[src/rtl/frame_serializer_pkg.sv]
// Shared types and constants for the frame serializer: FSM state encoding and field widths.
package frame_serializer_pkg;

    localparam int PORT_W = 2;
    localparam int NUM_W  = 4;
    localparam int DATA_W = 16;
    localparam logic GAP_BIT = 1'b1;

    typedef enum logic [2:0] {
        ST_IDLE  = 3'd0,
        ST_START = 3'd1,
        ST_PORT  = 3'd2,
        ST_NUM   = 3'd3,
        ST_GAP   = 3'd4,
        ST_DATA  = 3'd5
    } state_t;

endpackage

[src/rtl/frame_serializer_bit_counter.sv]
// Loadable 4-bit down counter with enable and zero flag; saturates at zero.
module frame_bit_counter
    import frame_serializer_pkg::*;
(
    input  logic             clk,
    input  logic             rst,
    input  logic             en,
    input  logic             load,
    input  logic [NUM_W-1:0] load_val,
    output logic [NUM_W-1:0] count,
    output logic             zero
);

    logic [NUM_W-1:0] count_r;

    // Counter register: load has priority, otherwise decrement without wrapping.
    always_ff @(posedge clk) begin
        if (rst) begin
            count_r <= {NUM_W{1'b0}};
        end else if (en) begin
            if (load) begin
                count_r <= load_val;
            end else if (count_r != {NUM_W{1'b0}}) begin
                count_r <= count_r - {{(NUM_W-1){1'b0}}, 1'b1};
            end else begin
                count_r <= count_r;
            end
        end else begin
            count_r <= count_r;
        end
    end

    assign count = count_r;
    assign zero  = (count_r == {NUM_W{1'b0}});

endmodule

[src/rtl/frame_serializer.sv]
// Serialises a frame (start, port, num, gap, data MSB-first) one bit per clken edge.
module frame_serializer
    import frame_serializer_pkg::*;
(
    input  logic              clk,
    input  logic              rst,
    input  logic              clken,
    input  logic              start,
    input  logic [PORT_W-1:0] port,
    input  logic [NUM_W-1:0]  num,
    input  logic [DATA_W-1:0] data,
    output logic              ready,
    output logic              serout,
    output logic              busy,
    output logic              done,
    output logic              err
);

    state_t            state_r;
    state_t            state_next_s;
    logic              serout_r;
    logic              ser_next_s;
    logic              done_r;
    logic              err_r;
    logic [PORT_W-1:0] port_r;
    logic [NUM_W-1:0]  num_r;
    logic [DATA_W-1:0] data_r;

    logic              ready_s;
    logic              accept_s;
    logic              refuse_s;
    logic              cnt_load_s;
    logic              cnt_dec_s;
    logic [NUM_W-1:0]  cnt_load_val_s;
    logic [NUM_W-1:0]  cnt_s;
    logic              cnt_zero_s;
    logic [NUM_W-1:0]  cnt_m1_s;

    frame_bit_counter u_cnt (
        .clk      (clk),
        .rst      (rst),
        .en       (clken & (cnt_load_s | cnt_dec_s)),
        .load     (cnt_load_s),
        .load_val (cnt_load_val_s),
        .count    (cnt_s),
        .zero     (cnt_zero_s)
    );

    // The counter holds the index of the bit currently on the line within its field.
    assign cnt_m1_s = cnt_s - 4'd1;
    assign ready_s  = (state_r == ST_IDLE) || ((state_r == ST_DATA) && cnt_zero_s);
    assign accept_s = clken && start && ready_s && (num != 4'd0);
    assign refuse_s = clken && start && ready_s && (num == 4'd0);

    // Next state and next line value for the coming bit time.
    always_comb begin
        state_next_s   = state_r;
        ser_next_s     = serout_r;
        cnt_load_s     = 1'b0;
        cnt_dec_s      = 1'b0;
        cnt_load_val_s = 4'd0;
        case (state_r)
            ST_IDLE: begin
                if (accept_s) begin
                    state_next_s = ST_START;
                    ser_next_s   = 1'b0;
                end else begin
                    ser_next_s   = 1'b1;
                end
            end
            ST_START: begin
                state_next_s   = ST_PORT;
                ser_next_s     = port_r[1];
                cnt_load_s     = 1'b1;
                cnt_load_val_s = 4'd1;
            end
            ST_PORT: begin
                if (cnt_zero_s) begin
                    state_next_s   = ST_NUM;
                    ser_next_s     = num_r[3];
                    cnt_load_s     = 1'b1;
                    cnt_load_val_s = 4'd3;
                end else begin
                    ser_next_s = port_r[0];
                    cnt_dec_s  = 1'b1;
                end
            end
            ST_NUM: begin
                if (cnt_zero_s) begin
                    state_next_s = ST_GAP;
                    ser_next_s   = GAP_BIT;
                end else begin
                    ser_next_s = num_r[cnt_m1_s[1:0]];
                    cnt_dec_s  = 1'b1;
                end
            end
            ST_GAP: begin
                state_next_s   = ST_DATA;
                ser_next_s     = data_r[num_r - 4'd1];
                cnt_load_s     = 1'b1;
                cnt_load_val_s = num_r - 4'd1;
            end
            ST_DATA: begin
                if (cnt_zero_s) begin
                    // Last data bit: chain straight into the next start bit if one is waiting.
                    if (accept_s) begin
                        state_next_s = ST_START;
                        ser_next_s   = 1'b0;
                    end else begin
                        state_next_s = ST_IDLE;
                        ser_next_s   = 1'b1;
                    end
                end else begin
                    ser_next_s = data_r[cnt_m1_s];
                    cnt_dec_s  = 1'b1;
                end
            end
            default: begin
                state_next_s = ST_IDLE;
                ser_next_s   = 1'b1;
            end
        endcase
    end

    // State, line and request capture advance on clken; done/err are single-clk pulses.
    always_ff @(posedge clk) begin
        if (rst) begin
            state_r  <= ST_IDLE;
            serout_r <= 1'b1;
            done_r   <= 1'b0;
            err_r    <= 1'b0;
            port_r   <= {PORT_W{1'b0}};
            num_r    <= {NUM_W{1'b0}};
            data_r   <= {DATA_W{1'b0}};
        end else begin
            done_r <= clken && (state_r == ST_DATA) && cnt_zero_s;
            err_r  <= refuse_s;
            if (clken) begin
                state_r  <= state_next_s;
                serout_r <= ser_next_s;
                if (accept_s) begin
                    port_r <= port;
                    num_r  <= num;
                    data_r <= data;
                end else begin
                    port_r <= port_r;
                    num_r  <= num_r;
                    data_r <= data_r;
                end
            end else begin
                state_r  <= state_r;
                serout_r <= serout_r;
            end
        end
    end

    assign ready  = ready_s;
    assign busy   = (state_r != ST_IDLE);
    assign serout = serout_r;
    assign done   = done_r;
    assign err    = err_r;

endmodule

[config.mk]
export PLATFORM = sky130hd
export DESIGN_NAME = frame_serializer
export DESIGN_NICKNAME = d
export VERILOG_FILES = /design/src/rtl/frame_serializer_pkg.sv /design/src/rtl/frame_serializer_bit_counter.sv /design/src/rtl/frame_serializer.sv
export SDC_FILE = /design/constraint.sdc
export NUM_CORES = 1
export LEC_CHECK = 0
export BUFFER_PORTS_ARGS = -buffer_cell sky130_fd_sc_hd__buf_2
export CAP_MARGIN = 20
export CELL_PAD_IN_SITES_DETAIL_PLACEMENT = 1
export CELL_PAD_IN_SITES_GLOBAL_PLACEMENT = 2
export CORE_MARGIN = 2
export CORE_UTILIZATION = 36
export CTS_CLUSTER_DIAMETER = 150
export DETAILED_ROUTE_END_ITERATION = 6
export PLACE_DENSITY = 0.9
export SLEW_MARGIN = 40
export SYNTH_ARGS = -nofsm -noshare
export SYNTH_HDL_FRONTEND = slang
export SYNTH_SLANG_ARGS = --single-unit
[constraint.sdc]
create_clock -name clk -period 7.2 [get_ports clk]
set_input_delay 0.36 -clock clk [delete_from_list [all_inputs] [get_ports clk]]
set_output_delay 0.36 -clock clk [all_outputs]
set_load 0.1 [all_outputs]
# After elaboration in Yosys (flattened, before gate mapping)
# Index checks and enable logic that the tools add are counted.
# op_classes
reduce_logical	20
n_bitwise	2
magnitude_cmp	3
n_eq_ne	9
n_mux	25
add_sub_neg	2
# ops
op	count
case mux 3 bit (6 select lines)	1
2-to-1 mux 3 bit	4
case mux 4 bit (3 select lines)	1
2-to-1 mux 1 bit	11
less-than comparator 4 x 5 -> 1 bit, second input constant	2
binary-select mux 1 bit (select 4 bit)	2
zero test 4 bit	2
2-to-1 mux 4 bit	2
inequality test 2 bit, second input constant	4
nonzero test 4 bit	2
subtractor 4 x 1 -> 4 bit, second input constant	2
logical AND 1 bit	7
equality test 3 x 2 -> 1 bit, second input constant	2
equality test 3 bit, second input constant	2
case mux 1 bit (6 select lines)	1
AND reduction 5 bit	1
AND reduction 2 bit	2
equality test 3 x 1 -> 1 bit, second input constant	1
zero test 3 bit	1
less-than comparator 2 x 3 -> 1 bit, second input constant	1
nonzero test 3 bit	1
OR reduction 3 bit	1
binary-select mux 1 bit (select 2 bit)	1
2-to-1 mux 2 bit	1
other kinds (6)	6
# totals
wordCells	69
register_bits	32
out_inout_bits	5

# Logic depth before layout (Yosys ltp)
# depth
ltp_word	8
ltp_mapped	10
depth_no_buf	7

# Cells and area by module
# From an unflattened synthesis, not the netlist that was laid out.
# unflattened
hier_cells	230
area_unflattened_um2	1921.8
# by_module_without_submodules
module	n_inst	seq_area_each_um2	area_per_inst_um2	cells_each
frame_serializer	1	560.5	1639.1	197
frame_bit_counter	1	80.1	282.8	33

# Worst setup path before layout
# OpenSTA, ideal clock, no wires.
# synth_timing
path_type	register to output
from	reg u_cnt.count_r[0] (netlist: u_cnt.count[0])
to	out ready
slack_ps	4052
arrival_ps	2788
stages_incl_launch_ff	8
path_buffers	2
t_required_ps	6840
path_cell_list	dfxtp_1 -> clkbuf_1 -> inv_1 -> ha_1 -> or3b_1 -> buf_2 -> o21a_4 -> nor2_1
# synth_between
elab_chain_len	3
# synth_rtl
item	line	text
from (decl)	frame_serializer_bit_counter.sv:14	logic [NUM_W-1:0] count_r;
from (signal assigned)	frame_serializer_bit_counter.sv:19	count_r <= {NUM_W{1'b0}};
from (signal assigned)	frame_serializer_bit_counter.sv:22	count_r <= load_val;
from (signal assigned)	frame_serializer_bit_counter.sv:24	count_r <= count_r - {{(NUM_W-1){1'b0}}, 1'b1};
zero test 4 bit	frame_serializer_bit_counter.sv:34	assign zero = (count_r == {NUM_W{1'b0}});
logical AND 1 bit	frame_serializer.sv:51	assign ready_s = (state_r == ST_IDLE) || ((state_r == ST_DATA) && cnt_zero_s);
logical OR 1 bit	frame_serializer.sv:51	
to (decl)	frame_serializer.sv:12	output logic ready,
# Every way passes these cells.

# Final worst setup path
# Ends and elaborated chain as after synthesis.

==> run summary <==
status: finished clean
HPWL after detailed placement: 3489 um
leakage power total: 0.7541 nW
Top FF cell, synth: dfxtp_1
RSZ-0062 raised after global routing: false
TritonCTS buffer count: 5
Synth-to-Final Area Change: 14.39%
final WL: 4863 um
Vias: 1,713
IO Pins: 31
Mapped Nets: 247
Worst Hold Class: in -> reg
multiplexer share of the synthesized area: 0.1270
vias in the first global route: 1,723
crit start category: flip-flop
Crit path largest cell delay: 0.48 ns
DRC viols: 0
drt pass-1 iters: 4
Yosys reg bits: 32
Pwr Density: 217.4 nW/um2
Fin Clk Skew: 0.005916 ns
final setup violation count: 0
adder-cell share of the synthesized area: 0.01351
Synth area leaders: dfxtp_1 (35%), mux4_2 (12%), nand2_1 (9.3%)
Sink Count: 32
number of max-cap violations: 0
Cells after Synth: 219
commonest non-fill, non-tap cell in the layout: nand2_1
Synth Cell Area: 1852 um2
Synth Area in Compound Gates: 0.2155
most frequent cells in the layout: nand2_1 (46), dfxtp_1 (32), buf_2 (30), a21oi_1 (25), nor2_1 (13)
EDFF count, synth: 0
final instance area: 2118 um2
Core Footprint: 5042 um2
WL per Instance: 15.64 um
worst vdd ir: 0.1284 mV
combinational family with the most area after synthesis: simple AND/OR/NAND/NOR gates
pin count of the biggest net entering global routing: 33
postcts setup bufs: 0
leading area contributor after synthesis: dfxtp_1
library cells used by synthesis: 52
Synth Area in XOR/XNOR: 0.009459
Buffers on Ports: 30
Max Buffers Root-to-Sink: 2
PostCTS Resize Cnt: 0
share of layout cells above drive strength 1: 0.2282
WP data required: 6.84 ns
crit path kind: reg -> out
Rows: 26
Slew @ Worst Pin: 0.7917 ns
WP data arrival: 2.45 ns
Starting Density: 0.3672
Max Clk Rate: 356.2 MHz
Fin. Hold Viols: 0
slowest CP cell: or3b_1
CP bufs+invs: 2
global route overflow: 0
Initial DRC Count: 98
fin crit period: 2.808 ns
die area: 5734 um2
Clock Tree Root: clkbuf_8
CP top delay family: buffers and inverters
Final #Nets: 268
first-pass GRT wire length: 8445 um
Slew HR: 0.4673
register area share after synthesis: 0.3459
Yosys top cell area share: 0.3459
Avg Vias per Cell: 5.508
Post-CTS Hold Buffers: 0
Worst-Skew Late Latency: 0.29 ns
H-tree levels: 2
initial antenna violation count: 0
GRT Util Overall: 0.1930
crit path cell chain: inv_1 > ha_1 > or3b_1 > o21a_4 > nor2_1 > buf_2
average cell area after synthesis: 8.456 um2
critical path endpoint category: output port
TNS Setup: 0 ns
Final Max Slew Viols: 0
Simple-Gate Fraction of Synth Area: 0.2318
Max Fanout on Critical Path: 12
final period utilization: 0.3899
Die Y: 75.72 um
clock-pin slew of the registers on the worst-case setup and hold paths: 0.07 ns
Synth warnings: 0
gpl congestion: 0.8261
Routed Antenna Nets: 0
hold_ws: 0.3085 ns
Synth async-reset ratio: 0
Die Span X: 75.72 um
placed inst area: 2011 um2
CTS tree: done
n_diodes: 0
cell usage after synthesis (all sizes together), types with 2 or more instances:
library cell and instances:
o22ai 2, dfxtp 32, a2111oi 2, nor4 2, or3 2, mux4 10
nand2 46, nand3b 2, clkbuf 11, buf 5, o21ai 7, o21a 2
o31ai 2, a21oi 26, ha 2, nand2b 2, nor3b 2, a211oi 3
nor2 13, o211ai 2, nor2b 2, nor3 6, nand3 3, a22oi 3
inv 7
cell families after synthesis:
family | count (synthesis)
adder cells (fa/ha/maj) | 2
XOR/XNOR | 2
multiplexers | 11
AO/OA/AOI/OAI | 60
AND/OR/NAND/NOR | 89
flip-flops | 32
buffers and inverters | 23
tightest hold or removal path: cells and delay by family:
kind / cells / cell delay (ns)
compound gates: 1 / 0.05
simple gates: 1 / 0.04
buf+inv: 1 / 0.09
state kept, by name (all words and copies together) (netlist names):
| name | count |
|---|---|
| state_r | 3 |
| serout | 1 |
| done | 1 |
| u_cnt.count | 4 |
| err | 1 |
| port_r | 2 |
| data_r | 16 |
| num_r | 4 |
final cells by class:
type | instances | area [um2]
inverter | 7 | 26.28
timing repair buffer | 30 | 150.1
tap | 70 | 87.58
fill | 621 | 2924
clock buffer | 6 | 72.57
clock inverter | 2 | 35.03
multi-input combinational | 164 | 1106
sequential | 32 | 640.6
stage by stage:
stage / util / instances / power, mW / setup slack [ns]
final: 0.4201 / 311 / 0.4604 / 4.393
after detailed placement: 0.3988 / 303 / 0.2921 / 4.556
after global routing: 0.4201 / 311 / 0.4867 / 4.261
after CTS: 0.4201 / 311 / 0.4663 / 4.385
after floorplan: - / 219 / 0.2704 / 4.052
after global placement: 0.3988 / 303 / 0.2907 / 4.669
worst paths after layout:
| check | from | to | slack, ns | cells past startpoint |
|---|---|---|---|---|
| max | u_cnt.count[0] | ready | 4.39 | 6 |
| min | data[3] | data_r[3] | 0.31 | 3 |
| max reg2reg | u_cnt.count[0] | serout | 4.53 | 7 |
| min reg2reg | port_r[1] | port_r[1] | 0.47 | 2 |
power breakdown:
part	internal [mW]	switching [mW]
registers	0.186	0.0122
logic	0.0364	0.0535
clock network	0.103	0.0697
routing by layer:
layer | vias to the layer above | part of all wire | GRT usage
met5 | - | 0 | 0
met4 | 0 | 0.015 | 0.06043
met3 | 7 | 0.034 | 0.03307
met2 | 37 | 0.48 | 0.3101
met1 | 828 | 0.48 | 0.2653
li1 | 841 | - | -
No activity file was read; power rests on OpenSTA's default activity.
